File: src/rtl/drm_request_scheduler.sv
// drm_request_scheduler: shares the DDR command port between four slow-domain requesters and a refresh timer
module drm_request_scheduler #(
  parameter int ADDR_WIDTH        = 24,
  parameter int REFRESH_PERIOD    = 1000,
  parameter int REFRESH_CNT_WIDTH = 10
) (
  input  logic                    int_logic_drm_clock_buffered,
  input  logic                    int_reset,
  input  logic                    cke_gl_to_drm,
  input  logic                    cke_drm_to_gl,
  input  logic [3:0]              req,
  input  logic [3:0]              req_write,
  input  logic [4*ADDR_WIDTH-1:0] req_addr,
  output logic [3:0]              ack,
  output logic                    cmd_valid,
  input  logic                    cmd_ready,
  output logic                    cmd_refresh,
  output logic                    cmd_write,
  output logic [ADDR_WIDTH-1:0]   cmd_addr,
  output logic [1:0]              cmd_id,
  input  logic                    cmd_done,
  output logic                    busy
);
  typedef enum logic [1:0] {IDLE, ISSUE, WAIT_DONE, ACK_WAIT} state_t;
  state_t state_q, state_d;
  logic [1:0] rr_q, rr_d, cmd_id_q, cmd_id_d, gnt;
  logic [REFRESH_CNT_WIDTH-1:0] ref_cnt_q, ref_cnt_d;
  logic ref_pend_q, ref_pend_d, ack_pend_q, ack_pend_d;
  logic cmd_valid_q, cmd_valid_d, cmd_refresh_q, cmd_refresh_d, cmd_write_q, cmd_write_d;
  logic busy_q, busy_d, gnt_found, expire;
  logic [3:0] ack_q, ack_d;
  logic [ADDR_WIDTH-1:0] cmd_addr_q, cmd_addr_d;
  always_comb begin
    gnt_found = 1'b0;
    gnt = rr_q;
    for (int k = 3; k >= 0; k--)
      if (req[rr_q + 2'(k)]) begin
        gnt_found = 1'b1;
        gnt = rr_q + 2'(k);
      end
  end
  always_comb begin
    expire = ref_cnt_q == REFRESH_CNT_WIDTH'(REFRESH_PERIOD - 1);
    ref_cnt_d = expire ? '0 : ref_cnt_q + REFRESH_CNT_WIDTH'(1);
    ref_pend_d = expire | (ref_pend_q & ~(cmd_valid_q & cmd_ready & cmd_refresh_q));
    state_d = state_q;
    rr_d = rr_q;
    ack_pend_d = ack_pend_q;
    ack_d = ack_q;
    cmd_valid_d = cmd_valid_q;
    cmd_refresh_d = cmd_refresh_q;
    cmd_write_d = cmd_write_q;
    cmd_addr_d = cmd_addr_q;
    cmd_id_d = cmd_id_q;
    case (state_q)
      IDLE:
        if (ref_pend_q) begin
          state_d = ISSUE;
          cmd_valid_d = 1'b1;
          cmd_refresh_d = 1'b1;
          cmd_write_d = 1'b0;
          cmd_addr_d = '0;
          cmd_id_d = '0;
        end else if (cke_gl_to_drm && gnt_found) begin
          state_d = ISSUE;
          cmd_valid_d = 1'b1;
          cmd_refresh_d = 1'b0;
          cmd_write_d = req_write[gnt];
          cmd_addr_d = req_addr[gnt*ADDR_WIDTH +: ADDR_WIDTH];
          cmd_id_d = gnt;
          rr_d = gnt + 2'd1;
        end
      ISSUE:
        if (cmd_ready) begin
          state_d = WAIT_DONE;
          cmd_valid_d = 1'b0;
        end
      WAIT_DONE:
        if (cmd_done) begin
          state_d = cmd_refresh_q ? IDLE : ACK_WAIT;
          ack_pend_d = ~cmd_refresh_q;
        end
      ACK_WAIT:
        if (cke_drm_to_gl) begin
          if (ack_pend_q) begin
            ack_d[cmd_id_q] = 1'b1;
            ack_pend_d = 1'b0;
          end else begin
            ack_d = '0;
            state_d = IDLE;
          end
        end
      default: state_d = IDLE;
    endcase
    busy_d = state_d != IDLE;
  end
  always_ff @(posedge int_logic_drm_clock_buffered) begin
    if (int_reset) begin
      state_q <= IDLE;
      rr_q <= '0;
      ref_cnt_q <= '0;
      ref_pend_q <= 1'b0;
      ack_pend_q <= 1'b0;
      ack_q <= '0;
      cmd_valid_q <= 1'b0;
      cmd_refresh_q <= 1'b0;
      cmd_write_q <= 1'b0;
      cmd_addr_q <= '0;
      cmd_id_q <= '0;
      busy_q <= 1'b0;
    end else begin
      state_q <= state_d;
      rr_q <= rr_d;
      ref_cnt_q <= ref_cnt_d;
      ref_pend_q <= ref_pend_d;
      ack_pend_q <= ack_pend_d;
      ack_q <= ack_d;
      cmd_valid_q <= cmd_valid_d;
      cmd_refresh_q <= cmd_refresh_d;
      cmd_write_q <= cmd_write_d;
      cmd_addr_q <= cmd_addr_d;
      cmd_id_q <= cmd_id_d;
      busy_q <= busy_d;
    end
  end
  assign ack = ack_q;
  assign cmd_valid = cmd_valid_q;
  assign cmd_refresh = cmd_refresh_q;
  assign cmd_write = cmd_write_q;
  assign cmd_addr = cmd_addr_q;
  assign cmd_id = cmd_id_q;
  assign busy = busy_q;
endmodule

File: config.mk
export PLATFORM = sky130hd
export DESIGN_NAME = drm_request_scheduler
export DESIGN_NICKNAME = d
export VERILOG_FILES = /design/src/rtl/drm_request_scheduler.sv
export SDC_FILE = /design/constraint.sdc
export NUM_CORES = 1
export LEC_CHECK = 0
export ABC_AREA = 1
export BUFFER_PORTS_ARGS = -buffer_cell sky130_fd_sc_hd__buf_2
export CORE_UTILIZATION = 47
export DETAILED_ROUTE_END_ITERATION = 8
export PLACE_DENSITY = 0.81
export SLEW_MARGIN = 5
export SYNTH_ARGS = -nofsm -noshare
export SYNTH_HDL_FRONTEND = slang
export SYNTH_SLANG_ARGS = --single-unit
File: constraint.sdc
create_clock -name int_logic_drm_clock_buffered -period 2.3 [get_ports int_logic_drm_clock_buffered]
set_input_delay 0.23 -clock int_logic_drm_clock_buffered [delete_from_list [all_inputs] [get_ports int_logic_drm_clock_buffered]]
set_output_delay 0.23 -clock int_logic_drm_clock_buffered [all_outputs]
set_load 0.01 [all_outputs]
==> flow_metrics.env <==
export IMPL_status="completed"
export IMPL_dp_hpwl_microns=6708
export IMPL_worstHoldStart="cmd_ready"
export IMPL_ctsRootBufferMaster="clkbuf_8"
export IMPL_crit_chain="inv_2 > nand2_1 > nand2_1 > nand2_2 > nand2_1 > inv_2 > nand2_4 > nor2_1 > nand2_1 > nand3_2 > nand2_1 > clkinv_2 > buf_4 > nand2_1 > a21oi_1"
export IMPL_clk_latency_ns=0.31
export IMPL_crit_path_start_kind="register"
export IMPL_period_share_pct=89.28
export IMPL_ys_warn_count=0
export IMPL_diodes=0
export IMPL_routedWlPerCell_microns=13.04
export IMPL_cts_sinks=50
export IMPL_irDropWorstVdd_v=0.0009139
export IMPL_holdBufCountCts=0
export IMPL_timing_critical_path_buf_inv=4
export IMPL_rsz0062_at_grt="false"
export IMPL_clockBufferDepth=2
export IMPL_critPathLaunch="rr_q[1]$_SDFFE_PP0P_"
export IMPL_fin_tns_setup_ns=0
export IMPL_crit_path_max_fanout=22
export IMPL_initial_core_util_pct=49.40
export IMPL_track_usage_pct=27.49
export IMPL_crit_type="reg -> reg"
export IMPL_post_cts_resized=0
export IMPL_postCtsSetupBuffers=0
export IMPL_post_route_cells_drive_above_1_share_pct=30.45
export IMPL_cts_tree="yes"
export IMPL_p_per_area_mw_per_mm2=1367
export IMPL_layout_nets=711
export IMPL_grt_pass1_vias=3265
export IMPL_crit_path_end_kind="register"
export IMPL_worstReg2RegStart="rr_q[1]$_SDFFE_PP0P_"
export IMPL_preCtsSetupSlack_ns=0.1882
export IMPL_period_minus_slack_ns=2.053
export IMPL_syn_to_final_growth_pct=29.47
export IMPL_final_setup_worst_slack_ns=0.2466
export IMPL_postLayoutCoreUtil_pct=63.95
export IMPL_die_y_microns=81.58
export IMPL_port_buffers=143
export IMPL_hp_class="in -> reg"
export IMPL_yosys_register_bits=50
export IMPL_critPathArrivalTime_ns=2.30
export IMPL_hold_viol=0
export IMPL_first_iter_violations=234
export IMPL_place_area_sq_mm=0.003740
export IMPL_ys_top_cells_by_area="dfxtp_1, nand3_1, nand2_1, a21oi_1, nor2_1"
export IMPL_async_flop_share_pct=0
export IMPL_post_place_cells=668
export IMPL_cp_top_family="simple AND/OR/NAND/NOR gates"
export IMPL_htree_levels=2
export IMPL_fin_cells=676
export IMPL_finalSetupViolations=0
export IMPL_worst_pin_slew_ns=0.4588
export IMPL_clk_pin_slew_worst_paths_ns=0.10
export IMPL_numCtsBuffers=5
export IMPL_cp_common_cell="nand2_1"
export IMPL_avgSynthCellArea_sq_um=6.347
export IMPL_wirelength_microns=8815
export IMPL_synth_nets=580
export IMPL_die_x_microns=81.58
export IMPL_max_stage_delay_ns=0.47
export IMPL_viasPerCell=5.382
export IMPL_synth_cells=469
export IMPL_ant_nets=0
export IMPL_synth_edff_count=0
export IMPL_ys_flop_type="dfxtp_1"
export IMPL_antenna_found_initial=0
export IMPL_core_area_sq_mm=0.006026
export IMPL_grt_max_degree=33
export IMPL_drt_pass1_iter_count=5
export IMPL_drc=0
export IMPL_cp_required_ns=2.55
export IMPL_max_freq_ghz=0.4870
export IMPL_synth_top_area_cell="dfxtp_1"
export IMPL_seq_area_frac_synth_pct=33.63
export IMPL_yosysMostFrequentCell="nand3_1"
export IMPL_io_pins=144
export IMPL_fp_dieArea_sq_mm=0.006655
export IMPL_finClkSkew_ns=0.009885
export IMPL_crit_slowest_cell="dfxtp_1"
export IMPL_syn_cell_area_sq_mm=0.002977
export IMPL_drv_slew=0
export IMPL_synthTopCellsByCount="nand3_1, nand2_1, dfxtp_1"
export IMPL_via_count=3638
export IMPL_grt_ovfl_total=0
export IMPL_synth_top_cell_area_share_pct=33.63
export IMPL_final_cell_area_sq_mm=0.003854
export IMPL_num_rows=28
export IMPL_grt_pass1_wl_microns=14280
export IMPL_gp_congestion=0.9018
export IMPL_maxCapViolations=0
export IMPL_cellLeakagePower_nw=1.912
export IMPL_relSlewSlack_pct=69.09
export IMPL_ys_types=28
registers in the layout (all words and copies together), names as in the netlist:
signal       cells
ack              4
ack_pend_q       1
busy             1
cmd_addr        24
cmd_id           2
cmd_refresh      1
cmd_valid        1
cmd_write        1
ref_cnt_q       10
ref_pend_q       1
rr_q             2
state_q          2
stage by stage:
stage,power (W),hold slack (ns)
2_1_floorplan,0.003724,0.4175
3_3_place_gp,0.004564,0.4340
3_5_place_dp,0.004610,0.4363
4_1_cts,0.005254,0.2401
5_1_grt,0.005745,0.2577
6_report,0.005267,0.2480
worst paths after layout:
kind / end / slack [ns] / cells after the start
setup reg to reg: cmd_addr[20]$_SDFFE_PP0P_ / 0.25 / 15
hold / removal: ref_pend_q$_SDFF_PP0_ / 0.25 / 4
hold reg to reg: ref_cnt_q[0]$_SDFF_PP0_ / 0.46 / 1
setup / recovery: cmd_addr[20]$_SDFFE_PP0P_ / 0.25 / 15
worst min-delay path, cell delays in order:
cell and delay (ns):
buf_2 0.10, nand3_1 0.08, nand2_1 0.06, a21oi_1 0.05
power by group:
part,internal [W],switching (W)
sequential,0.00110,0.000164
combinational,0.00125,0.00211
clock,0.000326,0.000311
total,0.00268,0.00259
metal layers:
metal / part of all wire [%] / global-route usage (%) / vias up / wire (microns)
li1: - / - / 1825 / -
met1: 42 / 32.75 / 1613 / 3711
met2: 48 / 48.67 / 179 / 4244
met3: 7.0 / 5.111 / 21 / 619
met4: 2.7 / 10.35 / 0 / 240
met5: 0 / 0 / - / 0
logic make-up (layout without fill, tap and decap cells):
logic type | after synthesis | after routing | synth area share (%)
and+or+nand+nor | 303 | 303 | 46.70
buffers and inverters | 60 | 192 | 9.373
AOI/OAI and AO/OA | 53 | 53 | 9.290
DFF | 50 | 50 | 33.63
xor gates and xnor gates | 2 | 2 | 0.5886
adders and majority gates | 1 | 1 | 0.4203
layout make-up:
| class | instances | area, sq um |
|---|---|---|
| Fill cell | 581 | 2172 |
| Tap cell | 75 | 93.84 |
| Sequential cell | 50 | 1002 |
| Timing Repair Buffer | 153 | 828.3 |
| Clock buffer | 5 | 68.82 |
| Multi-Input combinational cell | 359 | 1697 |
| Clock inverter | 3 | 43.79 |
| Inverter | 31 | 120.1 |
layout by cell type, fill, tap and decap left out, types with 2 or more instances in the layout:
master    count
xor2_1        2
buf_2       143
nand3_2       3
nand2_1     125
clkbuf_8      5
a21oi_1      36
buf_4         7
nor3_1        5
nand2_2       3
o21ai_0      10
nand4_1       2
inv_1        23
buf_12        3
a31oi_1       5
nor2_2        2
dfxtp_1      49
inv_2         6
clkinv_2      2
nand3_1     131
nand2_4       3
nor2_1       26
Power figures use the tool's default switching activity.
